### config.mk
export PLATFORM = sky130hd
export DESIGN_NAME = alu_share_arbiter
export DESIGN_NICKNAME = d
export VERILOG_FILES = /design/src/rtl/alu_share_pkg.sv /design/src/rtl/alu_share_arbiter_rr_arb2.sv /design/src/rtl/alu_share_arbiter.sv
export SDC_FILE = /design/constraint.sdc
export NUM_CORES = 1
export LEC_CHECK = 0
export BUFFER_PORTS_ARGS = -buffer_cell sky130_fd_sc_hd__clkbuf_2
export CORE_MARGIN = 5
export CORE_UTILIZATION = 35
export DETAILED_ROUTE_END_ITERATION = 16
export GPL_TIMING_DRIVEN = 0
export PLACE_DENSITY = 0.66
export SLEW_MARGIN = 20
export SYNTH_ARGS = -nofsm -noshare
export SYNTH_HDL_FRONTEND = slang
export SYNTH_SLANG_ARGS = --single-unit
### constraint.sdc
create_clock -name clk -period 3.8 [get_ports clk]
set_input_delay 0.38 -clock clk [delete_from_list [all_inputs] [get_ports clk]]
set_output_delay 0.38 -clock clk [all_outputs]
set_load 0.005 [all_outputs]
### src/rtl/alu_share_pkg.sv
// Opcode constants, FSM encoding and flag-update decode shared by the ALU front end.
package alu_share_pkg;

  localparam logic [3:0] OPC_ADD    = 4'd0;
  localparam logic [3:0] OPC_SUB    = 4'd1;
  localparam logic [3:0] OPC_XOR    = 4'd2;
  localparam logic [3:0] OPC_RED    = 4'd3;
  localparam logic [3:0] OPC_SLL    = 4'd4;
  localparam logic [3:0] OPC_SRA    = 4'd5;
  localparam logic [3:0] OPC_ROR    = 4'd6;
  localparam logic [3:0] OPC_PADDSB = 4'd7;
  localparam logic [3:0] OPC_LW     = 4'd8;
  localparam logic [3:0] OPC_SW     = 4'd9;

  typedef enum logic [1:0] {
    IDLE = 2'd0,
    EXEC = 2'd1,
    RESP = 2'd2
  } state_e;

  // Ops whose result defines all three architectural flags.
  function automatic logic upd_zvn(input logic [3:0] opc);
    return (opc == OPC_ADD) || (opc == OPC_SUB);
  endfunction

  // Ops that only define Z; V and N keep their previous meaning.
  function automatic logic upd_z_only(input logic [3:0] opc);
    return (opc == OPC_XOR) || (opc == OPC_SLL) ||
           (opc == OPC_SRA) || (opc == OPC_ROR);
  endfunction

endpackage

### src/rtl/alu_share_arbiter_rr_arb2.sv
// Two-way round-robin pick, purely combinational; a lone requester always wins,
// on contention the requester that did not win last time is granted.
module rr_arb2
  import alu_share_pkg::*;
(
  input  logic [1:0] req_valid,
  input  logic       last_grant,
  output logic [1:0] grant
);

  always_comb begin
    grant = 2'b00;
    if (req_valid == 2'b11) begin
      grant = last_grant ? 2'b01 : 2'b10;
    end else begin
      grant = req_valid;
    end
  end

endmodule

### src/rtl/alu_share_arbiter.sv
// Round-robin front end for the shared ALU: accept at T, response valid at T+2, held until rsp_ready;
// no new grant until the response retires. Optional perf counters under ALU_SHARE_ARB_PERF_EN.
module alu_share_arbiter
  import alu_share_pkg::*;
#(
  parameter int                DATA_W   = 16,
  parameter int                OPC_W    = 4,
  parameter logic [DATA_W-1:0] ERR_DATA = '0
) (
  input  logic              clk,
  input  logic              rst,
  input  logic [1:0]        req_valid,
  output logic [1:0]        req_ready,
  input  logic [OPC_W-1:0]  req0_opcode,
  input  logic [DATA_W-1:0] req0_a,
  input  logic [DATA_W-1:0] req0_b,
  input  logic [OPC_W-1:0]  req1_opcode,
  input  logic [DATA_W-1:0] req1_a,
  input  logic [DATA_W-1:0] req1_b,
  output logic [DATA_W-1:0] alu_in1,
  output logic [DATA_W-1:0] alu_in2,
  output logic [OPC_W-1:0]  alu_opcode,
  input  logic [DATA_W-1:0] alu_out,
  input  logic              alu_error,
  input  logic              alu_z_set,
  input  logic              alu_v_set,
  input  logic              alu_n_set,
  output logic              rsp_valid,
  input  logic              rsp_ready,
  output logic              rsp_id,
  output logic [DATA_W-1:0] rsp_data,
  output logic              rsp_err,
  output logic              flag_z,
  output logic              flag_v,
  output logic              flag_n,
`ifdef ALU_SHARE_ARB_PERF_EN
  output logic [15:0]       perf_grant0,
  output logic [15:0]       perf_grant1,
  output logic [15:0]       perf_conflict,
`endif
  output logic              busy
);

  state_e            state_q, state_d;
  logic              last_grant_q, last_grant_d;
  logic [DATA_W-1:0] alu_in1_q, alu_in1_d;
  logic [DATA_W-1:0] alu_in2_q, alu_in2_d;
  logic [OPC_W-1:0]  alu_opcode_q, alu_opcode_d;
  logic              id_q, id_d;
  logic              rsp_valid_q, rsp_valid_d;
  logic              rsp_id_q, rsp_id_d;
  logic [DATA_W-1:0] rsp_data_q, rsp_data_d;
  logic              rsp_err_q, rsp_err_d;
  logic              flag_z_q, flag_z_d;
  logic              flag_v_q, flag_v_d;
  logic              flag_n_q, flag_n_d;
  logic [1:0]        grant;
  logic              is_idle;
  logic              accept;

  rr_arb2 u_arb (
    .req_valid  (req_valid),
    .last_grant (last_grant_q),
    .grant      (grant)
  );

  assign is_idle   = (state_q == IDLE);
  assign req_ready = is_idle ? grant : 2'b00;
  assign accept    = is_idle && (grant != 2'b00);

  always_comb begin
    state_d      = state_q;
    last_grant_d = last_grant_q;
    alu_in1_d    = alu_in1_q;
    alu_in2_d    = alu_in2_q;
    alu_opcode_d = alu_opcode_q;
    id_d         = id_q;
    rsp_valid_d  = rsp_valid_q;
    rsp_id_d     = rsp_id_q;
    rsp_data_d   = rsp_data_q;
    rsp_err_d    = rsp_err_q;
    flag_z_d     = flag_z_q;
    flag_v_d     = flag_v_q;
    flag_n_d     = flag_n_q;

    case (state_q)
      IDLE: begin
        if (accept) begin
          if (grant[1]) begin
            alu_opcode_d = req1_opcode;
            alu_in1_d    = req1_a;
            alu_in2_d    = req1_b;
          end else begin
            alu_opcode_d = req0_opcode;
            alu_in1_d    = req0_a;
            alu_in2_d    = req0_b;
          end
          id_d         = grant[1];
          last_grant_d = grant[1];
          state_d      = EXEC;
        end
      end
      EXEC: begin
        rsp_data_d  = alu_error ? ERR_DATA : alu_out;
        rsp_err_d   = alu_error;
        rsp_id_d    = id_q;
        rsp_valid_d = 1'b1;
        // Address-generation traffic and faulting ops never touch the flags.
        if (!id_q && !alu_error) begin
          if (upd_zvn(alu_opcode_q)) begin
            flag_z_d = alu_z_set;
            flag_v_d = alu_v_set;
            flag_n_d = alu_n_set;
          end else if (upd_z_only(alu_opcode_q)) begin
            flag_z_d = alu_z_set;
          end
        end
        state_d = RESP;
      end
      RESP: begin
        if (rsp_ready) begin
          rsp_valid_d = 1'b0;
          state_d     = IDLE;
        end
      end
      default: begin
        state_d = IDLE;
      end
    endcase
  end

  always_ff @(posedge clk) begin
    if (rst) begin
      state_q      <= IDLE;
      last_grant_q <= 1'b1;
      alu_in1_q    <= '0;
      alu_in2_q    <= '0;
      alu_opcode_q <= '0;
      id_q         <= 1'b0;
      rsp_valid_q  <= 1'b0;
      rsp_id_q     <= 1'b0;
      rsp_data_q   <= '0;
      rsp_err_q    <= 1'b0;
      flag_z_q     <= 1'b0;
      flag_v_q     <= 1'b0;
      flag_n_q     <= 1'b0;
    end else begin
      state_q      <= state_d;
      last_grant_q <= last_grant_d;
      alu_in1_q    <= alu_in1_d;
      alu_in2_q    <= alu_in2_d;
      alu_opcode_q <= alu_opcode_d;
      id_q         <= id_d;
      rsp_valid_q  <= rsp_valid_d;
      rsp_id_q     <= rsp_id_d;
      rsp_data_q   <= rsp_data_d;
      rsp_err_q    <= rsp_err_d;
      flag_z_q     <= flag_z_d;
      flag_v_q     <= flag_v_d;
      flag_n_q     <= flag_n_d;
    end
  end

  assign alu_in1    = alu_in1_q;
  assign alu_in2    = alu_in2_q;
  assign alu_opcode = alu_opcode_q;
  assign rsp_valid  = rsp_valid_q;
  assign rsp_id     = rsp_id_q;
  assign rsp_data   = rsp_data_q;
  assign rsp_err    = rsp_err_q;
  assign flag_z     = flag_z_q;
  assign flag_v     = flag_v_q;
  assign flag_n     = flag_n_q;
  assign busy       = !is_idle;

`ifdef ALU_SHARE_ARB_PERF_EN
  logic [15:0] perf_grant0_q, perf_grant0_d;
  logic [15:0] perf_grant1_q, perf_grant1_d;
  logic [15:0] perf_conflict_q, perf_conflict_d;

  // Saturating event counters; they stick at all-ones rather than wrapping.
  always_comb begin
    perf_grant0_d   = perf_grant0_q;
    perf_grant1_d   = perf_grant1_q;
    perf_conflict_d = perf_conflict_q;
    if (accept && grant[0] && (perf_grant0_q != 16'hFFFF)) begin
      perf_grant0_d = perf_grant0_q + 16'd1;
    end
    if (accept && grant[1] && (perf_grant1_q != 16'hFFFF)) begin
      perf_grant1_d = perf_grant1_q + 16'd1;
    end
    if (is_idle && (req_valid == 2'b11) && (perf_conflict_q != 16'hFFFF)) begin
      perf_conflict_d = perf_conflict_q + 16'd1;
    end
  end

  always_ff @(posedge clk) begin
    if (rst) begin
      perf_grant0_q   <= '0;
      perf_grant1_q   <= '0;
      perf_conflict_q <= '0;
    end else begin
      perf_grant0_q   <= perf_grant0_d;
      perf_grant1_q   <= perf_grant1_d;
      perf_conflict_q <= perf_conflict_d;
    end
  end

  assign perf_grant0   = perf_grant0_q;
  assign perf_grant1   = perf_grant1_q;
  assign perf_conflict = perf_conflict_q;
`endif

endmodule

### Word level (Yosys, flattened, before mapping)

Index checks and enable logic that the tools add are counted.

| word-level totals | value |
|---|---|
| flip-flop bits (word level) | 62 |
| input port bits | 97 |
| output and inout port bits | 61 |
| logic and storage cells | 56 |

| operators by class | value |
|---|---|
| eq/ne operators | 10 |
| muxes and demuxes | 14 |
| reductions and logical operators | 19 |

Operators by type and width:

| operator | number |
|---|---|
| $mux W16 | 3 |
| $eq A4 B3 Y1 const B | 3 |
| $mux W2 | 5 |
| $pmux W2 S3 | 1 |
| $reduce_and A2 Y1 | 3 |
| $reduce_and A3 Y1 | 2 |
| $reduce_bool A2 Y1 | 3 |
| $eq A2 B2 Y1 const B | 2 |
| $eq A4 B1 Y1 const B | 1 |
| $eq A4 B2 Y1 const B | 1 |
| $logic_not A4 Y1 | 1 |
| $logic_or A1 B1 Y1 | 4 |
| $mux W4 | 1 |
| $logic_not A1 Y1 | 3 |
| $mux W1 | 3 |
| $eq A2 B1 Y1 const B | 1 |
| $logic_and A1 B1 Y1 | 2 |
| $logic_not A2 Y1 | 1 |
| $ne A2 B1 Y1 const B | 1 |
| $ne A2 B2 Y1 const B | 1 |
| $pmux W1 S2 | 1 |

### Depth between registers and ports, before layout

Gate-level depths: netlist (run 1).

| logic depth | value |
|---|---|
| depth after elaboration | 6 |
| mapped depth | 5 |
| mapped depth without buffers | 4 |

### Hierarchy

From an unflattened synthesis (run 1), not the netlist that was laid out.

| unflattened totals | value |
|---|---|
| cell total of the unflattened synthesis | 285 |
| area total of the unflattened synthesis | 2882.8 um2 |

Modules (own cells, without submodules):

| module | times used | cells an instance | area an instance (um2) | seq. area each (um2) |
|---|---|---|---|---|
| alu_share_arbiter | 1 | 282 | 2864.0 | 1241.2 |
| rr_arb2 | 1 | 3 | 18.8 | 0.0 |

### Worst setup path after synthesis (run 1)

OpenSTA, ideal clock, no wires.

| timing path | value |
|---|---|
| kind | reg2out |
| start | register state_q[1] |
| end | output port req_ready[1] |
| data arrival time | 986 ps |
| required time | 3420 ps |
| slack | 2434 ps |
| cell stages (with the launch flop) | 6 |
| path buffers | 2 |
| cells stage by stage | dfxtp_1 nor2_2 buf_2 buf_4 nand2_1 inv_2 |

| on the way | value |
|---|---|
| longest elaborated chain between the ends | 2 |

RTL lines:

| what | line | text |
|---|---|---|
| from (decl) | alu_share_arbiter.sv:44 | `state_e state_q, state_d;` |
| from (signal assigned) | alu_share_arbiter.sv:148 | `state_q <= state_d;` |
| $logic_not A2 Y1 | alu_share_arbiter.sv:67 | `assign is_idle = (state_q == IDLE);` |
| $mux W2 | alu_share_arbiter.sv:68 | `assign req_ready = is_idle ? grant : 2'b00;` |
| to (decl) | alu_share_arbiter.sv:13 | `output logic [1:0] req_ready,` |

No other way between the ends.

### Final worst setup path (run 1)

Same ends and word-level chain as after synthesis.

==> flow_summary.json, run 1 <==
{
  "portBuffers": 156,
  "status": "finished clean",
  "switching_share_pct": 26.9,
  "grt_pass1_vias": 2919,
  "ios": 158,
  "cts.path.max_buffers": 2,
  "seq_area_frac_synth_pct": 46.0,
  "critPathMaxStageDelay_ps": 360,
  "hold_depth": 3,
  "cts_sinks": 62,
  "fin_skew_ps": 6.85,
  "cp.required_ps": 3420,
  "p_seq_share_pct": 42.5,
  "rows": 32,
  "cts_root_buffer": "clkbuf_8",
  "path_delay_family": "buffers and inverters",
  "firstDrtPassIters": 4,
  "worstMarginPinSlew_ps": 512,
  "drv_cap": 0,
  "wl_per_cell_um": 14.3,
  "final-max-slew-violation-count": 0,
  "yosysWarnings": 0,
  "crit_path_max_fanout": 10,
  "ys_top_cells_by_area": "dfxtp_1 46%, nand2_1 13%, a311oi_1 12%",
  "wirelength_um": 8570,
  "dp_hpwl_um": 6500,
  "synth_area_mm2": 0.00270,
  "crit_path_end_kind": "primary output",
  "die_width_um": 97.8,
  "post-cts-setup-buffer-count": 0,
  "cp-start-kind": "register",
  "cts_tree": "built",
  "nets": 589,
  "path_buf_inv": 4,
  "p_leak_nw": 1.78,
  "cts.repair.resized": 0,
  "period_share_pct": 54.6,
  "synth_top_area_cell": "dfxtp_1",
  "grt_pass1_wl_um": 14000,
  "busiest_layer": "met2",
  "p_switching_uw": 477,
  "fillers": 787,
  "fp.dieH_um": 97.8,
  "grt_use_met3_pct": 5.93,
  "core-area_mm2": 0.00761,
  "gp_congestion": 0.763,
  "powerDensity_mw_per_mm2": 462,
  "grt-ovfl-total": 0,
  "yosysUniqueCellTypes": 27,
  "relSlewSlack_pct": 65.9,
  "rrSetupSlack_ps": 2170,
  "hold_class": "primary input to register",
  "clk_pin_slew_ps": 70,
  "cts_hold_buf": 0,
  "start_util_pct": 35.5,
  "antenna_cells": 0,
  "min_from": "req0_b[0]",
  "drive_gt1_share_pct": 40.2,
  "syn2layout_area_growth_pct": 42.3,
  "hold_path_end": "alu_in2[0]",
  "grt_max_degree": 11,
  "cts_made_buffers": 9,
  "worstPathCellList": "nor2_2 -> buf_2 -> buf_4 -> nand2_1 -> inv_2 -> clkbuf_2",
  "synth_seq_cells": 62,
  "rsz0062_at_grt": "no",
  "p_clk_share_pct": 37.7,
  "drt_iter0_markers": 132,
  "criticalPathCategory": "register to primary output",
  "ir_drop_uv": 181,
  "final.min_clock_period_ps": 2070,
  "p_int_mw": 1.30,
  "drtAntennaViolNets": 0,
  "cp_slowest_cell": "dfxtp_1",
  "synth_top_area_share_pct": 46.0,
  "grt_usage_pct": 17.7,
  "die_area_mm2": 0.00957,
  "avgSynthCellArea_um2": 8.30,
  "grt_antenna_before_repair": 0,
  "drt-vias-per-instance": 4.95,
  "postSynthCellCount": 325,
  "cp.arrival_ps": 1690,
  "combPwrFrac_pct": 19.8,
  "drc": 0,
  "use_met1_pct": 23.3,
  "grt_use_met2_pct": 27.5,
  "worstSkewPairLatency_ps": 330,
  "rr_startpoint": "state_q[1]",
  "num_vias": 2963,
  "total_power_mw": 1.77,
  "htree_levels": 3,
  "rr_worst_depth": 5,
  "r2r_end": "alu_in1[7]",
  "synth_nets": 422,
  "final-setup-viol-count": 0,
  "fin_tns_setup_ps": 0,
  "max_freq_mhz": 482,
  "hold_viol_final": 0
}
[kinds of logic after synthesis]
logic type	share of synthesized area (%)
AO/OA/AOI/OAI	24.3
buffers and inverters	5.66
flip-flops	46.0
multiplexers	1.11
AND/OR/NAND/NOR	22.9
[cell usage after synthesis]
master,instances
mux2i_1,3
a211oi_2,1
nor2_1,3
nor2b_1,1
nor2b_2,1
nand2_1,94
a21boi_4,1
nor2_2,2
buf_2,17
a21oi_1,56
nor3_1,1
o21ai_0,1
o21ai_1,1
a221o_1,1
buf_1,1
nor4_4,1
nand2b_1,7
inv_2,2
a311oi_1,36
or4b_4,1
or3b_1,1
buf_4,3
dfxtp_1,62
or2_1,1
clkbuf_1,9
nand3b_1,17
a21bo_1,1
[layout make-up]
class	count	area (um^2)	area share, %
clock buffers	13	169	4.40
inverters	2	7.51	0.195
flip-flops and latches	62	1240	32.3
repair buffers	156	781	20.3
clock inverters	3	65.1	1.69
multi-input cells	231	1310	34.0
well taps	102	128	3.32
plain buffers	30	145	3.78
[cells in the final DEF (no fill, tap or decap), drive strengths merged, types with 3 or more instances in the layout]
master	instances
nand3b	17
nand2b	7
buf	21
a21oi	56
a311oi	36
clkbuf	178
nor2	5
nand2	94
dfxtp	62
mux2i	3
[worst max-delay path by stage]
stage,startpoint,to,slack (ps),cells after the start
floorplan,state_q[1],req_ready[1],2430,5
global placement,req_valid[1],req_ready[1],2000,6
detailed placement,req_valid[1],req_ready[1],2000,6
CTS,state_q[1],req_ready[1],1730,6
global route,state_q[1],req_ready[1],1620,6
finish,state_q[1],req_ready[1],1730,6
[state kept, by name, indices dropped and copies added, names as in the netlist]
name and cells:
rsp_err 1, rsp_data 16, flag_v 1, rsp_id 1, flag_z 1, last_grant_q 1, alu_opcode 4, id_q 1
alu_in2 16, rsp_valid 1, flag_n 1, alu_in1 16, state_q 2
[worst register-to-register path, stage by stage (launching register included)]
cell and delay, ps:
dfxtp_1 360, nor2_2 250, inv_2 90, nor2_2 350, buf_2 330, a311oi_1 120
[power groups by stage]
stage	sequential, mW	combinational (mW)	clock, mW
floorplan	0.767	0.185	0
global placement	0.766	0.350	0
detailed placement	0.767	0.355	0
CTS	0.753	0.355	0.687
global route	0.761	0.393	0.713
finish	0.753	0.351	0.669
[metrics by stage]
stage               setup WS, ps  hold slack [ps]  instance area (um^2)  utilization (%)  instances
finish                      1730              289                  3840             50.5        599
global placement            2000              439                  3610             47.4        583
floorplan                   2430              442                  2700                -        325
global route                1620              284                  3840             50.5        599
CTS                         1730              276                  3840             50.5        599
detailed placement          2000              444                  3610             47.4        583
[per-layer routing]
| layer | routed length (um) | part of all wire (%) |
|---|---|---|
| met1 | 3930 | 46 |
| met3 | 754 | 8.8 |
| met2 | 3820 | 45 |
| met5 | 0 | 0 |
| met4 | 68 | 0.79 |
(Power assumes the default switching activity.)
==> inputs of run 2 (changes only) <==
==> constraint.sdc (replaced) <==
create_clock -name clk -period 2 [get_ports clk]
set_input_delay 0.2 -clock clk [delete_from_list [all_inputs] [get_ports clk]]
set_output_delay 0.2 -clock clk [all_outputs]
set_load 0.005 [all_outputs]
==> run 2 against run 1 <==
Register-to-register slack got worse by 1800 ps. Design area is essentially flat. Clock power rose by 90%. Die area is the same. Utilization barely moved. Critical endpoint unchanged.
==> flow_summary.json, run 2 (same netlist as run 1, synthesis figures left out) <==
{
  "status": "finished clean",
  "ios": 158,
  "p_seq_share_pct": 42.5,
  "dp_hpwl_um": 6500,
  "syn2layout_area_growth_pct": 42.4,
  "wl_per_cell_um": 14.3,
  "worstSkewPairLatency_ps": 330,
  "post-cts-setup-buffer-count": 0,
  "crit_path_max_fanout": 10,
  "placedCellCount": 583,
  "num_vias": 2966,
  "drt-vias-per-instance": 4.95,
  "cp.arrival_ps": 1670,
  "cts.path.max_buffers": 2,
  "p_switching_uw": 906,
  "powerDensity_mw_per_mm2": 877,
  "utilization_pct": 50.5,
  "relSlewSlack_pct": 65.9,
  "start_util_pct": 35.5,
  "core-area_mm2": 0.00761,
  "drive_gt1_share_pct": 40.2,
  "wirelength_um": 8560,
  "grt_pass1_vias": 2919,
  "rows": 32,
  "max_freq_mhz": 535,
  "cp.required_ps": 1800,
  "switching_share_pct": 26.9,
  "crit_path_end_kind": "primary output",
  "p_int_mw": 2.47,
  "grt_usage_pct": 17.7,
  "mostFrequentLayoutCell": "clkbuf_2",
  "htree_levels": 3,
  "final_cell_mix": "156 x clkbuf_2, 94 x nand2_1, 62 x dfxtp_1",
  "final.min_clock_period_ps": 1870,
  "cts_root_buffer": "clkbuf_8",
  "p_leak_nw": 1.78,
  "criticalPathCategory": "register to primary output",
  "p_clk_share_pct": 37.7,
  "drtAntennaViolNets": 0,
  "cts_sinks": 62,
  "die_width_um": 97.8,
  "nets": 589,
  "fp.dieH_um": 97.8,
  "worstMarginPinSlew_ps": 511,
  "rsz0062_at_grt": "no",
  "drc": 0,
  "gp_congestion": 0.763,
  "antenna_cells": 0,
  "drt_iter0_markers": 100,
  "fillers": 787,
  "combPwrFrac_pct": 19.8,
  "hold_viol_final": 0,
  "ir_drop_uv": 344,
  "grt_antenna_before_repair": 0,
  "firstDrtPassIters": 4,
  "fin_cells": 599,
  "clk_pin_slew_ps": 70,
  "die_area_mm2": 0.00957,
  "portBuffers": 156,
  "drv_cap": 0,
  "grt_max_degree": 11,
  "cts_tree": "built",
  "grt_pass1_wl_um": 14000,
  "grt-ovfl-total": 0,
  "period_share_pct": 93.4,
  "final-setup-viol-count": 0,
  "hold_class": "primary input to register",
  "fin_skew_ps": 5.51,
  "fin_tns_setup_ps": 0,
  "cts_made_buffers": 9,
  "cp-start-kind": "register",
  "final-max-slew-violation-count": 0
}
-- run 2: cell types whose count changed in the layout (fill, tap and decap cells not counted), sizes merged --
cell    before  now
buf         21   20
clkbuf     178  179
-- run 2: routing by layer --
| metal | up-vias | share of wire [%] | GRT usage [%] | wire length [um] |
|---|---|---|---|---|
| met5 | - | 0 | 0 | 0 |
| met4 | 0 | 0.74 | 5.75 | 63 |
| met3 | 5 | 8.8 | 5.93 | 756 |
| met2 | 128 | 45 | 27.5 | 3830 |
| met1 | 1344 | 46 | 23.3 | 3910 |
| li1 | 1489 | - | - | - |
-- run 2: layout make-up --
| class | count | area, um^2 | area share, % |
|---|---|---|---|
| timing repair buffer | 156 | 781 | 20.3 |
| multi-input combinational | 231 | 1310 | 34.0 |
| buffer | 30 | 148 | 3.84 |
| clock buffer | 13 | 169 | 4.39 |
| clock inverter | 3 | 65.1 | 1.69 |
| tap | 102 | 128 | 3.32 |
| inverter | 2 | 7.51 | 0.195 |
| sequential | 62 | 1240 | 32.3 |
-- run 2: timing repair --
item / 4_1_cts / 5_1_grt
gates resized for setup: 0 / 1
hold buffers: 0 / 0
endpoints found under the setup margin: 0 / 1
-- run 2: worst paths after layout --
kind / startpoint / endpoint / slack (ps) / cells past startpoint
max reg2reg: state_q[1] / alu_in1[7] / 370 / 5
min reg2reg: rsp_data[0] / rsp_data[0] / 450 / 2
max: state_q[1] / req_ready[1] / 130 / 6
min: req0_b[0] / alu_in2[0] / 110 / 3
-- run 2: power groups by stage --
| stage | registers [mW] | logic [mW] | clock network (mW) |
|---|---|---|---|
| after global routing | 1.45 | 0.747 | 1.35 |
| after global placement | 1.46 | 0.666 | 0 |
| after floorplan | 1.46 | 0.351 | 0 |
| after CTS | 1.43 | 0.675 | 1.31 |
| after detailed placement | 1.46 | 0.675 | 0 |
| final | 1.43 | 0.668 | 1.27 |
-- run 2: through the flow --
stage	power [mW]	worst slack, ps	cell area, um^2	hold WS (ps)
6_report	3.37	131	3840	108
5_1_grt	3.55	33.1	3840	104
4_1_cts	3.41	106	3840	95.7
3_5_place_dp	2.13	394	3610	444
3_3_place_gp	2.12	414	3610	439
2_1_floorplan	1.81	687	2700	356
-- run 2: worst max-delay path, stage by stage (launching register included) --
cell and delay [ps]:
dfxtp_1 360, nor2_2 250, clkbuf_4 260, buf_4 200
nand2_1 90, inv_2 60, clkbuf_2 110
==> inputs of run 3 (changes only) <==
--- a/config.mk
+++ b/config.mk
@@ -10,8 +10,9 @@
 export CORE_UTILIZATION = 35
 export DETAILED_ROUTE_END_ITERATION = 16
 export GPL_TIMING_DRIVEN = 0
-export PLACE_DENSITY = 0.66
+export PLACE_DENSITY = 0.65
 export SLEW_MARGIN = 20
 export SYNTH_ARGS = -nofsm -noshare
 export SYNTH_HDL_FRONTEND = slang
+export SYNTH_HIERARCHICAL = 1
 export SYNTH_SLANG_ARGS = --single-unit
==> run 3 against run 2 <==
First-iteration DRC count is 36% lower. Register-to-register slack got worse by 200 ps. Utilization shrank 1.1 points. Clock power about the same. Non-clock buffer count decreased by 2. Hold slack gained 1.4 ps. Sequential cell count unchanged.
==> flow_summary.json, run 3 <==
{
  "ys_top_cells_by_area": "dfxtp_1 43%, mux2i_1 14%, a211oi_2 13%",
  "die_width_um": 101,
  "period_share_pct": 91.4,
  "ir_drop_uv": 380,
  "wirelength_um": 8550,
  "cp.arrival_ps": 2070,
  "rr_worst_depth": 6,
  "drive_gt1_share_pct": 49.0,
  "critPathMaxStageDelay_ps": 370,
  "fin_cells": 562,
  "hold_viol_final": 0,
  "ios": 158,
  "cts_root_buffer": "clkbuf_8",
  "synth_area_mm2": 0.00288,
  "setup_ws_ps": 173,
  "crit_path_end_kind": "register",
  "worstPathCellList": "a21boi_0 -> or2_1 -> buf_2 -> clkbuf_1 -> a21oi_1 -> a211oi_2",
  "synth_seq_cells": 62,
  "criticalPathCategory": "register to register",
  "grt-ovfl-total": 0,
  "final.min_clock_period_ps": 1830,
  "cts.path.max_buffers": 2,
  "dp_hpwl_um": 6460,
  "multiInputGateArea_mm2": 0.00148,
  "total_power_mw": 3.53,
  "drc": 0,
  "worstSkewPairLatency_ps": 330,
  "cts_tree": "built",
  "synth_nets": 382,
  "post-cts-setup-buffer-count": 0,
  "avgSynthCellArea_um2": 10.1,
  "final-setup-viol-count": 0,
  "wl_per_cell_um": 15.2,
  "fillers": 803,
  "min_from": "alu_z_set",
  "max_freq_mhz": 547,
  "syn2layout_area_growth_pct": 39.5,
  "hold_depth": 3,
  "dp_slack_ps": 183,
  "synth_edf_count": 0,
  "grt_max_degree": 12,
  "rows": 33,
  "firstDrtPassIters": 4,
  "yosysWarnings": 6,
  "postSynthCellCount": 285,
  "cts_sinks": 62,
  "synth_top_area_share_pct": 43.1,
  "gp_congestion": 0.771,
  "synth_common_cells": "62 x dfxtp_1, 55 x a21oi_1, 39 x mux2i_1",
  "powerDensity_mw_per_mm2": 878,
  "yosysUniqueCellTypes": 28,
  "placedCellCount": 546,
  "drt_iter0_markers": 64,
  "hold_path_end": "flag_z",
  "antenna_cells": 0,
  "utilization_pct": 49.4,
  "core-area_mm2": 0.00813,
  "grt_pass1_wl_um": 13600,
  "cts.repair.resized": 0,
  "drtAntennaViolNets": 0,
  "drt-vias-per-instance": 4.82,
  "die_area_mm2": 0.0102,
  "cts_hold_buf": 0,
  "seq_area_frac_synth_pct": 43.1,
  "rrSetupSlack_ps": 170,
  "hold_class": "primary input to register",
  "postSynth.asyncResetShare_pct": 0,
  "rr_startpoint": "last_grant_q",
  "fin_skew_ps": 10.5,
  "num_vias": 2709,
  "synth_most_common_cell": "dfxtp_1",
  "r2r_end": "alu_in1[1]",
  "p_leak_nw": 1.79,
  "portBuffers": 156,
  "clk_pin_slew_ps": 80,
  "cp.required_ps": 2250,
  "grt_pass1_vias": 2812,
  "nets": 549,
  "htree_levels": 3,
  "final_cell_mix": "158 x clkbuf_2, 62 x dfxtp_1, 55 x a21oi_1",
  "fp.dieH_um": 101,
  "cp_slowest_cell": "clkbuf_1",
  "final-max-slew-violation-count": 0,
  "crit_path_max_fanout": 10,
  "drv_cap": 0,
  "worstMarginPinSlew_ps": 766,
  "regArea_mm2": 0.00124,
  "fin_tns_setup_ps": 0,
  "status": "finished clean",
  "rsz0062_at_grt": "no",
  "relSlewSlack_pct": 48.9,
  "cts_made_buffers": 9,
  "ys.flop_type": "dfxtp_1",
  "start_util_pct": 35.4,
  "cp-start-kind": "register",
  "mostFrequentLayoutCell": "clkbuf_2",
  "synth_top_area_cell": "dfxtp_1",
  "grt_antenna_before_repair": 0,
  "grt_usage_pct": 16.7
}
[run 3: cell types whose count changed after synthesis, sizes merged, moves of 2 or more]
cell    delta
a211oi    +36
a311oi    -36
and2       +2
buf        -5
clkbuf     +3
mux2i     +36
nand2     -74
nor2       -2
[run 3: where the power goes]
group          internal, mW  switching, mW
sequential             1.36         0.0826
clock                 0.731          0.509
combinational         0.398          0.443
total                  2.49           1.03
[run 3: worst max path at each step]
stage / from / endpoint / slack [ps] / cells past startpoint
floorplan: last_grant_q / alu_in1[0] / 530 / 5
global placement: last_grant_q / alu_in1[5] / 170 / 6
detailed placement: last_grant_q / alu_in1[1] / 180 / 6
CTS: state_q[1] / busy / 150 / 5
global route: last_grant_q / alu_in1[1] / 10 / 6
finish: last_grant_q / alu_in1[1] / 170 / 6
[run 3: kinds of logic (layout without fill, tap and decap cells)]
kind of cell    after synthesis  after routing  synth area share [%]
mux                          39             39                  13.5
flops                        62             62                  43.1
simple gates                 56             56                  11.9
compound gates               97             97                  25.8
buf+inv                      31            203                  5.64
[run 3: through the flow]
step / hold WS (ps) / area (um^2)
3_3_place_gp: 439 / 3790
6_report: 110 / 4020
2_1_floorplan: 356 / 2880
3_5_place_dp: 444 / 3790
4_1_cts: 94.2 / 4020
5_1_grt: 113 / 4020
[run 3: area by class of cell]
class	count	area share, %
Multi-Input combinational cell	192	36.8
Sequential cell	62	30.9
Timing Repair Buffer	156	19.4
Buffer	28	3.83
Clock buffer	10	3.42
Tap cell	105	3.27
Clock inverter	6	2.12
Inverter	3	0.280
[run 3: critical path, delay by kind of cell (launching register included)]
kind,cells,cell delay [ps]
AO/OA/AOI/OAI,3,670
buffers and inverters,2,600
flip-flops,1,320
AND/OR/NAND/NOR,1,150
[run 3: layer usage]
metal | up-vias | GRT usage [%] | part of all wire [%]
met5 | - | 0 | 0
met4 | 0 | 5.28 | 0.89
met3 | 8 | 3.81 | 8.7
met2 | 118 | 26.9 | 46
met1 | 1219 | 22.1 | 45
li1 | 1364 | - | -
